**src/rtl/ysyx_25030093_axi_rd_arbiter_pkg.sv**
```systemverilog
// ----------------------------------------------------------------------------
// ysyx_25030093_axi_rd_arbiter_pkg
// Purpose : shared types and constants for the IFU/LSU AXI read arbiter.
//           Holds the arbiter FSM state enum, the AXI RESP codes and a small
//           32-bit select helper used when steering the granted master.
// Ports   : none (package).
// ----------------------------------------------------------------------------
package ysyx_25030093_axi_rd_arbiter_pkg;

  typedef enum logic [1:0] {
    IDLE = 2'd0,
    ADDR = 2'd1,
    DATA = 2'd2
  } arb_state_e;

  localparam logic [1:0] RESP_OKAY   = 2'b00;
  localparam logic [1:0] RESP_SLVERR = 2'b10;
  localparam logic [1:0] RESP_DECERR = 2'b11;

  // Grant index 1'b1 selects the LSU (m1), 1'b0 selects the IFU (m0).
  function automatic logic [31:0] sel32(input logic sel, input logic [31:0] a0,
                                        input logic [31:0] a1);
    sel32 = sel ? a1 : a0;
  endfunction

endpackage

```
**src/rtl/ysyx_25030093_axi_rd_arbiter_rr_pick.sv**
```systemverilog
// ----------------------------------------------------------------------------
// ysyx_25030093_rr_pick
// Purpose : two-way tie-break for the read arbiter.
// Ports   : req[1:0] - request vector (bit 0 = m0, bit 1 = m1)
//           last     - master granted by the previous completed transaction
//           rr_en    - 1: round-robin on ties, 0: m1 always wins ties
//           grant    - chosen master (0 = m0, 1 = m1); meaningless if req==0
// ----------------------------------------------------------------------------
module ysyx_25030093_rr_pick (
  input  logic [1:0] req,
  input  logic       last,
  input  logic       rr_en,
  output logic       grant
);

  // Pick the single requester, or resolve a tie by policy.
  always_comb begin
    grant = 1'b0;
    case (req)
      2'b01:   grant = 1'b0;
      2'b10:   grant = 1'b1;
      2'b11:   grant = rr_en ? ~last : 1'b1;
      default: grant = 1'b0;
    endcase
  end

endmodule

```
**src/rtl/ysyx_25030093_axi_rd_arbiter.sv**
```systemverilog
// ----------------------------------------------------------------------------
// ysyx_25030093_axi_rd_arbiter
// Purpose : arbitrates AXI read requests from the IFU (m0) and LSU (m1) onto
//           one downstream read port, one transaction outstanding at a time.
// Ports   : clock, reset_n           - clock, async active-low reset
//           m0_ar*/m0_r*             - IFU AR and R channels (slave side)
//           m1_ar*/m1_r*             - LSU AR and R channels (slave side)
//           s_ar*/s_r*               - downstream AR and R channels (master)
// Parameter RR_EN : 1 = round-robin on ties, 0 = m1 wins ties.
// ----------------------------------------------------------------------------
module ysyx_25030093_axi_rd_arbiter
  import ysyx_25030093_axi_rd_arbiter_pkg::*;
#(
  parameter int RR_EN = 1
) (
  input  logic        clock,
  input  logic        reset_n,
  input  logic [31:0] m0_araddr,
  input  logic        m0_arvalid,
  output logic        m0_arready,
  output logic [31:0] m0_rdata,
  output logic [1:0]  m0_rresp,
  output logic        m0_rvalid,
  input  logic        m0_rready,
  input  logic [31:0] m1_araddr,
  input  logic        m1_arvalid,
  output logic        m1_arready,
  output logic [31:0] m1_rdata,
  output logic [1:0]  m1_rresp,
  output logic        m1_rvalid,
  input  logic        m1_rready,
  output logic [31:0] s_araddr,
  output logic        s_arvalid,
  input  logic        s_arready,
  input  logic [31:0] s_rdata,
  input  logic [1:0]  s_rresp,
  input  logic        s_rvalid,
  output logic        s_rready
);

  localparam logic RR_EN_L = (RR_EN != 0);

  arb_state_e state_q, state_d;
  logic       grant_q, grant_d;
  logic       last_q, last_d;
  logic       pick_s;
  logic       mg_rready_s;

  ysyx_25030093_rr_pick u_pick (
    .req   ({m1_arvalid, m0_arvalid}),
    .last  (last_q),
    .rr_en (RR_EN_L),
    .grant (pick_s)
  );

  assign mg_rready_s = grant_q ? m1_rready : m0_rready;

  // Next-state: grant latched in IDLE, last_grant updated on R completion.
  always_comb begin
    state_d = state_q;
    grant_d = grant_q;
    last_d  = last_q;
    case (state_q)
      IDLE: begin
        if (m0_arvalid || m1_arvalid) begin
          grant_d = pick_s;
          state_d = ADDR;
        end else begin
          state_d = IDLE;
        end
      end
      ADDR: begin
        if (s_arready) begin
          state_d = DATA;
        end else begin
          state_d = ADDR;
        end
      end
      DATA: begin
        if (s_rvalid && mg_rready_s) begin
          state_d = IDLE;
          last_d  = grant_q;
        end else begin
          state_d = DATA;
        end
      end
      default: state_d = IDLE;
    endcase
  end

  // State registers; reset leaves last_grant at m1 so the first tie goes to m0.
  always_ff @(posedge clock or negedge reset_n) begin
    if (!reset_n) begin
      state_q <= IDLE;
      grant_q <= 1'b0;
      last_q  <= 1'b1;
    end else begin
      state_q <= state_d;
      grant_q <= grant_d;
      last_q  <= last_d;
    end
  end

  // Output steering: only the granted master ever sees handshakes or data;
  // everything is zero in IDLE, which also covers the reset condition.
  always_comb begin
    s_araddr   = 32'd0;
    s_arvalid  = 1'b0;
    s_rready   = 1'b0;
    m0_arready = 1'b0;
    m1_arready = 1'b0;
    m0_rvalid  = 1'b0;
    m1_rvalid  = 1'b0;
    m0_rdata   = 32'd0;
    m1_rdata   = 32'd0;
    m0_rresp   = RESP_OKAY;
    m1_rresp   = RESP_OKAY;
    case (state_q)
      IDLE: begin
        s_arvalid = 1'b0;
      end
      ADDR: begin
        s_arvalid = 1'b1;
        s_araddr  = sel32(grant_q, m0_araddr, m1_araddr);
        if (grant_q) begin
          m1_arready = s_arready;
        end else begin
          m0_arready = s_arready;
        end
      end
      DATA: begin
        s_rready = mg_rready_s;
        if (grant_q) begin
          m1_rvalid = s_rvalid;
          m1_rdata  = s_rdata;
          m1_rresp  = s_rresp;
        end else begin
          m0_rvalid = s_rvalid;
          m0_rdata  = s_rdata;
          m0_rresp  = s_rresp;
        end
      end
      default: begin
        s_arvalid = 1'b0;
      end
    endcase
  end

endmodule

```
**config.mk**
```make
export PLATFORM = sky130hd
export DESIGN_NAME = ysyx_25030093_axi_rd_arbiter
export DESIGN_NICKNAME = d
export VERILOG_FILES = /design/src/rtl/ysyx_25030093_axi_rd_arbiter_pkg.sv /design/src/rtl/ysyx_25030093_axi_rd_arbiter_rr_pick.sv /design/src/rtl/ysyx_25030093_axi_rd_arbiter.sv
export SDC_FILE = /design/constraint.sdc
export NUM_CORES = 1
export LEC_CHECK = 0
export ABC_AREA = 0
export CORE_MARGIN = 4
export CORE_UTILIZATION = 22
export CTS_CLUSTER_DIAMETER = 50
export CTS_CLUSTER_SIZE = 25
export DETAILED_ROUTE_END_ITERATION = 6
export MAX_ROUTING_LAYER = met4
export PLACE_DENSITY = 0.81
export RECOVER_POWER = 50
export SLEW_MARGIN = 20
export SYNTH_ARGS = -nofsm -noshare
export SYNTH_HDL_FRONTEND = slang
export SYNTH_HIERARCHICAL = 1
export SYNTH_SLANG_ARGS = --single-unit
```
**constraint.sdc**
```tcl
create_clock -name clock -period 1.4 [get_ports clock]
set_input_delay 0.21 -clock clock [delete_from_list [all_inputs] [get_ports clock]]
set_output_delay 0.21 -clock clock [all_outputs]
set_load 0.03 [all_outputs]
```
==> results.json <==
{
  "criticalPathCategory": "reg -> out",
  "totalWireLength_um": 8794,
  "final_cell_mix": "clkdlybuf4s50_1, buf_6, and3_4",
  "cts_inserted_buffers": 3,
  "dpl_cell_area_sq_um": 3287,
  "tns_ps": -18800,
  "grt_pass1_vias": 2425,
  "critical_path_required_ps": 1190,
  "slew_viol_final": 0,
  "grt_overflow": 0,
  "outcome": "complete, but fails checks",
  "netlist_instances": 185,
  "drive_above_1_share_pct": 49.25,
  "first_iter_violations": 62,
  "core_area_sq_um": 5608,
  "routed_via_density": 4.877,
  "synth_seq_cells": 4,
  "synth-adder-area-share_pct": 0,
  "synth-simple-area-share_pct": 48.32,
  "netlist_top_cells_area": "and3_1, mux2i_1, nor2_1",
  "antenna_found_initial": 0,
  "area_growth_pct": 213.2,
  "mostFrequentLayoutCell": "clkdlybuf4s50_1",
  "fp.dieH_um": 84.95,
  "dpl_worst_slack_ps": 13.33,
  "synthXorXnorAreaFrac_pct": 0,
  "post-route-min-period_ps": 1610,
  "grt_pass1_wl_um": 12320,
  "vias": 2302,
  "clk_path_buf_depth": 2,
  "n_antenna_cell": 0,
  "syn-num-nets": 291,
  "yosys_warnings": 6,
  "hold_viol": 0,
  "synth_top_family_by_area": "simple AND/OR/NAND/NOR gates",
  "synth.top_cell.area_share_pct": 29.78,
  "dpl.cell_count": 456,
  "ant_nets": 0,
  "nets": 507,
  "leakage_nw": 1.938,
  "drcViolationCount": 0,
  "clockRootBuffer": "clkbuf_8",
  "syn_area_sq_um": 1302,
  "synth-seq-area-share_pct": 7.781,
  "fin_crit_sh_pct": 115.0,
  "tritoncts": "built",
  "track_usage_pct": 21.62,
  "worst_slack_ps": -209.9,
  "max_cap_violations": 0,
  "path_clk_slew_ps": 40,
  "die_w_um": 84.95,
  "setup_violations": 106,
  "dp_hpwl_um": 5809,
  "clock_sinks": 4,
  "end_kind": "output port",
  "die_area_sq_um": 7216,
  "powerDensity_nw_per_um2": 1637,
  "fp-row-count": 27,
  "crit_path_start_kind": "register",
  "finalNonFillerCells": 472,
  "irDropWorstVdd_uv": 1096,
  "cp.arrival_ps": 1400,
  "synth.avg_cell_area_sq_um": 7.041,
  "start_util_pct": 23.23,
  "hold_class": "in -> async",
  "muxShareOfSynthArea_pct": 26.22,
  "clock_skew_ps": 4.584,
  "violations": "negative setup slack",
  "fmax_mhz": 621.2,
  "synth_top_area_cell": "and3_1",
  "place_congestion": 0.9252,
  "p_total_mw": 6.676,
  "clk_latency_ps": 220,
  "num_io_pins": 212,
  "port_buffers": 211,
  "rsz0062_at_grt": "yes",
  "synthDistinctLibCells": 25,
  "wl_per_cell_um": 18.63,
  "synth_compound_area_share_pct": 2.690,
  "drt_first_pass_iters": 5,
  "h-tree-depth": 1,
  "worstPathMaxFanout": 18,
  "postLayoutCellArea_sq_um": 4079,
  "grt_max_degree": 36
}
[logic make-up after synthesis]
logic type      count (synthesis)
flops                           4
mux                            34
buf+inv                        26
compound gates                  6
other cells                     1
simple gates                  114
[worst paths after layout]
path | startpoint | endpoint | slack [ps] | cells after the start
setup / recovery | state_q[0] | m1_rdata[25] | -210 | 5
hold / removal | reset_n | state_q[1] | 270 | 1
setup reg to reg | state_q[0] | grant_q | 40 | 5
hold reg to reg | last_q | last_q | 490 | 2
max in group asynchronous | reset_n | last_q | 880 | 1
min in group clock | last_q | last_q | 490 | 2
[synth_stat cells]
cell       n
nand2_1    2
mux2i_1   33
inv_1      2
nand2b_1   1
mux2_2     1
buf_8      1
buf_4      2
o21ai_0    2
or2b_1     1
and3_1    62
dfrtp_1    3
buf_6      9
and3_2     8
a211oi_1   1
dfstp_2    1
inv_2      1
clkbuf_1   5
nor2_1    36
nor2b_1    1
a31oi_1    2
conb_1     1
nor3_1     2
nor2b_2    1
buf_2      6
a21oi_1    1
[critical path: stages, from the launching register on]
cell,delay (ps)
dfrtp_1,400
nor2b_4,150
buf_4,140
buf_16,150
and3_4,200
buf_6,130
[layout make-up]
type	instances	area, sq um
clock buffer	4	45.04
inverter	3	15.01
fill	429	1529
multi-input combinational	155	1297
sequential	4	102.6
timing repair buffer	234	2529
tap	72	90.09
[layer usage]
metal  up-vias  part of all wire, %  GRT usage [%]
met5         -                    0              -
met4         0                 0.99          4.173
met3        10                  7.8          5.534
met2       134                   55          41.95
met1      1077                   37          21.58
li1       1081                    -              -
[repair_timing]
item | 4_1_cts | 5_1_grt
pin swaps | 10 | 8
cloned | 4 | 1
resized for setup | 98 | 40
buffers inserted | 7 | 1
setup endpoints to repair | 105 | 108
endpoints found under the hold margin | 0 | 0
hold buffers | 0 | 0
[through the flow]
step,hold WS [ps],utilization (%)
global route,274.3,72.74
finish,271.5,72.74
CTS,195.5,68.92
floorplan,-85.59,-
detailed placement,431.4,58.61
global placement,433.8,58.61
[registers in the layout, summed over array words and instances, names as in the netlist]
register,flops
grant_q,1
last_q,1
state_q,2
[power breakdown]
part	total [mW]	switching, mW	internal, mW
Combinational	6.17	3.29	2.87
Clock	0.264	0.0689	0.195
Sequential	0.246	0.0760	0.170
No activity file was read; power rests on OpenSTA's default activity.
